$ cat config.mk
export PLATFORM = sky130hd
export DESIGN_NAME = nonoverlap_clk_monitor
export DESIGN_NICKNAME = d
export VERILOG_FILES = /design/src/rtl/nonoverlap_clk_monitor.sv
export SDC_FILE = /design/constraint.sdc
export NUM_CORES = 1
export LEC_CHECK = 0
export ABC_AREA = 0
export CAP_MARGIN = 0
export CORE_MARGIN = 2
export CORE_UTILIZATION = 53
export DETAILED_ROUTE_END_ITERATION = 6
export PLACE_DENSITY_LB_ADDON = 0.3
export SLEW_MARGIN = 20
export SYNTH_ARGS = -nofsm -noshare
export SYNTH_HDL_FRONTEND = slang
export SYNTH_SLANG_ARGS = --single-unit
$ cat constraint.sdc
create_clock -name CLK_IN -period 2.95 [get_ports CLK_IN]
set_input_delay 0.59 -clock CLK_IN [delete_from_list [all_inputs] [get_ports CLK_IN]]
set_output_delay 0.59 -clock CLK_IN [all_outputs]
set_load 0.005 [all_outputs]
$ cat src/rtl/nonoverlap_clk_monitor.sv
// ---------------------------------------------------------------------------
// nonoverlap_clk_monitor
//
// Watches a set of non-overlapping clock phases (MOD, MODN, MODL) that are
// all synchronous to CLK_IN. It measures the following values in CLK_IN cycles:
//   - the MOD period
//   - the MOD high time
//   - the MOD-fall to MODN-rise gap
//   - the MOD-rise to MODL-rise offset
// A small FSM acquires lock once the waveform has shown LOCK_COUNT
// consecutive good periods. A sticky error flags phase overlap, and a
// second flag reports a MODL phase mismatch while locked.
//
// Parameters:
//   EXP_PERIOD  expected MOD rise-to-rise period
//   EXP_HIGH    expected MOD high time
//   MIN_GAP     minimum allowed MOD-fall to MODN-rise gap
//   LOCK_COUNT  consecutive good periods needed for lock
//
// Ports:
//   CLK_IN       single clock for the whole block
//   RESET        synchronous, active-high reset
//   MOD_IN       monitored phase
//   MODN_IN      monitored phase
//   MODL_IN      monitored phase
//   EXP_PHASE    expected MOD-rise to MODL-rise offset
//   PERIOD       last measured MOD period
//   MOD_HIGH     last measured MOD high time
//   GAP          last measured MOD-fall to MODN-rise gap
//   PHASE_MEAS   last measured MODL offset
//   MEAS_VALID   one-cycle pulse whenever PERIOD updates
//                (suppressed on the first MOD rise after reset)
//   LOCKED       high while the FSM sits in its locked state
//   OVERLAP_ERR  sticky non-overlap violation, cleared only by RESET
//   PHASE_ERR    MODL offset mismatch, only meaningful while locked
// ---------------------------------------------------------------------------
module nonoverlap_clk_monitor #(
  parameter int EXP_PERIOD = 32,
  parameter int EXP_HIGH   = 12,
  parameter int MIN_GAP    = 2,
  parameter int LOCK_COUNT = 2
) (
  input  logic       CLK_IN,
  input  logic       RESET,
  input  logic       MOD_IN,
  input  logic       MODN_IN,
  input  logic       MODL_IN,
  input  logic [5:0] EXP_PHASE,
  output logic [5:0] PERIOD,
  output logic [5:0] MOD_HIGH,
  output logic [5:0] GAP,
  output logic [5:0] PHASE_MEAS,
  output logic       MEAS_VALID,
  output logic       LOCKED,
  output logic       OVERLAP_ERR,
  output logic       PHASE_ERR
);

  typedef enum logic [1:0] {
    ST_IDLE,
    ST_ACQ,
    ST_LOCKED,
    ST_FAULT
  } state_t;

  localparam logic [5:0] EXP_PERIOD_W = 6'(EXP_PERIOD);
  localparam logic [5:0] EXP_HIGH_W   = 6'(EXP_HIGH);
  localparam logic [5:0] MIN_GAP_W    = 6'(MIN_GAP);
  localparam logic [7:0] LOCK_TARGET  = 8'(LOCK_COUNT);
  localparam logic [5:0] CNT_MAX      = 6'd63;

  state_t     state;
  state_t     state_next;
  logic [7:0] good_cnt;
  logic [7:0] good_next;
  logic [5:0] cnt;

  logic       mod_prev;
  logic       modn_prev;
  logic       modl_prev;
  logic       phase_err_q;

  logic       mod_rise;
  logic       mod_fall;
  logic       modn_rise;
  logic       modl_rise;
  logic       period_good;
  logic [5:0] high_ref;
  logic [5:0] gap_new;
  logic [5:0] phase_new;

  // Edge detection against the previous sample of each phase.
  assign mod_rise  = MOD_IN & ~mod_prev;
  assign mod_fall  = ~MOD_IN & mod_prev;
  assign modn_rise = MODN_IN & ~modn_prev;
  assign modl_rise = MODL_IN & ~modl_prev;

  // A period is judged when the MOD rise that closes it arrives.
  // At that moment cnt holds the period just ended.
  // MOD_HIGH still holds the high time captured earlier in that period.
  assign period_good = (cnt == EXP_PERIOD_W) && (MOD_HIGH == EXP_HIGH_W);

  // A MOD fall and a MODN rise can land in the same cycle. In that case
  // the gap must be measured against the high time captured in this same
  // cycle, which makes the gap 0.
  assign high_ref  = mod_fall ? cnt : MOD_HIGH;
  assign gap_new   = cnt - high_ref;

  // A MODL rise that coincides with a MOD rise is at offset 0.
  // cnt still holds the old period at that point, so it is not used.
  assign phase_new = mod_rise ? 6'd0 : cnt;

  assign LOCKED    = (state == ST_LOCKED);
  assign PHASE_ERR = phase_err_q & (state == ST_LOCKED);

  // Next-state logic for the lock FSM and the good-period counter.
  always_comb begin
    state_next = state;
    good_next  = good_cnt;
    case (state)
      ST_IDLE: begin
        if (mod_rise) begin
          state_next = ST_ACQ;
          good_next  = 8'd0;
        end
      end
      ST_ACQ: begin
        if (mod_rise) begin
          if (period_good) begin
            good_next = good_cnt + 8'd1;
            if ((good_cnt + 8'd1) >= LOCK_TARGET) begin
              state_next = ST_LOCKED;
            end
          end else begin
            good_next = 8'd0;
          end
        end
      end
      ST_LOCKED: begin
        if ((mod_rise && !period_good) || (cnt == CNT_MAX)) begin
          state_next = ST_FAULT;
        end
      end
      ST_FAULT: begin
        if (mod_rise) begin
          state_next = ST_ACQ;
          good_next  = 8'd0;
        end
      end
      default: begin
        state_next = ST_IDLE;
        good_next  = 8'd0;
      end
    endcase
  end

  // State register and good-period counter.
  always_ff @(posedge CLK_IN) begin
    if (RESET) begin
      state    <= ST_IDLE;
      good_cnt <= 8'd0;
    end else begin
      state    <= state_next;
      good_cnt <= good_next;
    end
  end

  // Input history.
  // During reset the history tracks the live inputs, so a phase that is
  // already high at release is not mistaken for a rising edge.
  always_ff @(posedge CLK_IN) begin
    mod_prev  <= MOD_IN;
    modn_prev <= MODN_IN;
    modl_prev <= MODL_IN;
  end

  // Cycle counter.
  // It restarts at 1 right after each MOD rise, so its value at the next
  // rise is the full period. It saturates at 63 instead of wrapping, which
  // lets a stalled MOD be detected.
  always_ff @(posedge CLK_IN) begin
    if (RESET) begin
      cnt <= 6'd0;
    end else if (mod_rise) begin
      cnt <= 6'd1;
    end else if (cnt != CNT_MAX) begin
      cnt <= cnt + 6'd1;
    end
  end

  // Registered measurements and error flags.
  // Each measurement is taken from cnt on its own edge. The overlap flag
  // is sticky, so once set it is only cleared by reset.
  always_ff @(posedge CLK_IN) begin
    if (RESET) begin
      PERIOD      <= 6'd0;
      MOD_HIGH    <= 6'd0;
      GAP         <= 6'd0;
      PHASE_MEAS  <= 6'd0;
      MEAS_VALID  <= 1'b0;
      OVERLAP_ERR <= 1'b0;
      phase_err_q <= 1'b0;
    end else begin
      MEAS_VALID <= mod_rise && (state != ST_IDLE);
      if (mod_rise) begin
        PERIOD <= cnt;
      end
      if (mod_fall) begin
        MOD_HIGH <= cnt;
      end
      if (modn_rise) begin
        GAP <= gap_new;
      end
      if (modl_rise) begin
        PHASE_MEAS <= phase_new;
      end
      if ((MOD_IN && MODN_IN) || (modn_rise && (gap_new < MIN_GAP_W))) begin
        OVERLAP_ERR <= 1'b1;
      end
      if (state != ST_LOCKED) begin
        phase_err_q <= 1'b0;
      end else if (modl_rise) begin
        phase_err_q <= (phase_new != EXP_PHASE);
      end
    end
  end

endmodule

==> flow_summary_export.csv <==
group,metric,value,unit
finish,n_fill_cell,364,
floorplanning,num_rows,24,
global_routing,first_global_vias,2050,
power,cellLeakagePower,1.11,nW
clock_network,cts_tree,"built",
setup_path,worstPathRequired,3.15,ns
yosys,syn-instance-count,296,
yosys,yosys_warnings,0,
sta,drv_slew,0,
hold_path,hold_class,"register to register",
sta,fin_tns_setup,0,ns
hold_path,hold_depth,2,
yosys,synth_cell_types,53,
yosys,ys_ff_latch,46,
finish,layout_commonest_cell,"dfxtp_1",
sta,worst_slew_pin_slew,0.631,ns
sta,post-route-period-util,0.953,
yosys,synth-edff-count,0,
finish,nets,360,
setup_path,setup.worst_path.class,"primary input to register",
power,powerDensity,490,mW/mm^2
drt,avgRoutedWirePerCell,14.0,um
global_routing,overflow,0,
finish,multi_input_area,0.00140,sq mm
yosys,synth_top_area_share,0.378,
status,status,"finished, final reports clean",
yosys,syn_area_per_cell,8.24,sq um
global_routing,grtUsageTotal,0.229,
finish,syn_to_final_growth,23.8,%
yosys,async_flop_share,0,
clock_network,ctsHoldBuffers,0,
setup_path,endpoint_kind,"register",
sta,period_minus_slack,2.81,ns
finish,regArea,921,sq um
yosys,synth_top_area_cell,"dfxtp_1",
place,portBuffers,38,
sta,hold_violations,0,
sta,slew-limit-headroom,0.578,
clock_network,clk_latency,0.30,ns
floorplanning,die_w,71.8,um
clock_network,cts_sinks,46,
finish,layout-drive-gt1-share,0.0914,
sta,max_freq,0.356,GHz
global_routing,grt_max_degree,18,
setup_path,timing.reg2reg.worst_path_depth,10,
place,dp_hpwl,3.98,mm
floorplanning,start_util,0.556,
floorplanning,core_area,0.00438,sq mm
floorplanning,die_h,71.8,um
sta,finClkSkew,0.00746,ns
drt,drt-pass1-iter-count,4,
drt,ant_nets,0,
yosys,netlist_area,0.00244,sq mm
finish,final_cell_mix,"46 x dfxtp_1, 38 x nor2_1, 38 x clkdlybuf4s50_1",
drt,drt-initial-drc-count,145,
global_routing,antenna_found_initial,0,
place,gp_congestion,0.963,
finish,n_antenna_cell,0,
floorplanning,io_pins,39,
clock_network,cts_made_buffers,5,
sta,rsz0062_at_grt,"no",
drt,vias_per_cell,5.70,
sta,setup_viol,0,
clock_network,htreeDepth,2,
drt,routed_wl,5.46,mm
sta,timing.hold.ws,0.463,ns
global_routing,grt_pass1_wl,9.33,mm
run,maxCapViolCount,0,
setup_path,path_max_fanout,4,
clock_network,cts_root_buffer,"clkbuf_8",
clock_network,clk_pin_slew,0.08,ns
yosys,synthTopCellsByArea,"dfxtp_1 38%, a21oi_1 6.2%, nor2_1 5.8%",
drt,drc,0,
yosys,ys_seq_area_frac,0.378,
power,irDropWorstVdd,0.000355,V
drt,num_vias,2230,
yosys,synth_nets,318,
clock_network,clk_path_buf_depth,2,
floorplanning,dieArea,0.00516,sq mm
yosys,ys.flop_type,"dfxtp_1",
setup_path,crit_path_start_kind,"primary input",
setup_path,worst_ep_arrival_time,3.01,ns
## per-stage QoR
step                cell area, sq um  utilization  std cells  total power, mW  setup WS [ns]
floorplan                       2440            -        296            0.908          0.240
detailed placement              2890        0.658        381             1.02         -0.198
global placement                2890        0.658        381             1.01         -0.142
CTS                             2990        0.682        389             1.48          0.103
finish                          3020        0.688        391             1.48          0.139
global route                    3020        0.688        391             1.55         0.0165
## critical path, cell delays in order
cell             delay (ns)
clkdlybuf4s50_1        0.50
nand2b_4               0.15
mux2i_1                0.24
inv_1                  0.09
fa_2                   0.39
nor2_1                 0.13
a221oi_2               0.05
o221ai_1               0.22
xor2_1                 0.19
and4bb_1               0.23
a41o_1                 0.22
## routing by layer
metal	GRT usage	vias to the layer above	routed length [um]
met5	0	-	0
li1	-	1114	-
met2	0.378	61	2620
met4	0.101	0	61
met3	0.0450	7	344
met1	0.292	1048	2440
## logic make-up after synthesis
logic type | count (synthesis) | synth area share
fa+ha+maj | 11 | 0.0595
compound gates | 74 | 0.191
mux | 2 | 0.00821
flops | 46 | 0.378
xor+xnor | 15 | 0.0539
simple gates | 121 | 0.258
buf+inv | 27 | 0.0518
## where the power goes
part | internal, mW | leakage, nW | switching [mW] | total [mW]
combinational | 0.153 | 0.684 | 0.182 | 0.335
sequential | 0.651 | 0.374 | 0.0269 | 0.678
clock | 0.254 | 0.0524 | 0.211 | 0.465
total | 1.06 | 1.11 | 0.420 | 1.48
## repair_timing
action	CTS	global route
buffers inserted	0	2
endpoints found under the setup margin	0	2
gates resized for setup	0	4
## synthesized netlist by cell type (2+ instances only)
cell,count
dfxtp_1,46
nor2_1,38
a21oi_1,30
nand2_1,30
o21ai_0,12
xnor2_1,11
clkbuf_1,10
ha_1,10
inv_1,10
nand3_1,10
nor2b_1,10
a22oi_1,6
a211oi_1,5
nand2b_1,5
buf_4,4
nor3_1,4
xor2_1,4
a31oi_1,3
and2_1,3
and3_1,3
nor3b_1,3
a21o_1,2
a41o_1,2
and4bb_1,2
buf_2,2
mux2i_1,2
o32ai_1,2
or2_2,2
## layout make-up
type                            count  area share
Multi-Input combinational cell    223       0.465
Clock buffer                        7      0.0253
Sequential cell                    46       0.305
Inverter                           10      0.0124
Clock inverter                      1     0.00995
Timing Repair Buffer               52       0.161
Tap cell                           52      0.0216
## worst paths after layout
path | to | startpoint | slack [ns]
min reg2reg | PERIOD[1] | PERIOD[1] | 0.46
max | OVERLAP_ERR | MOD_IN | 0.14
min | PERIOD[1] | PERIOD[1] | 0.46
max reg2reg | OVERLAP_ERR | cnt[0] | 0.54
## state kept, by name, indices dropped and copies added (netlist names)
signal       flops
good_cnt         8
cnt              6
modn_prev        1
MEAS_VALID       1
PHASE_MEAS       6
phase_err_q      1
PERIOD           6
MOD_HIGH         6
GAP              6
OVERLAP_ERR      1
state            2
modl_prev        1
mod_prev         1
(Power assumes the default switching activity.)
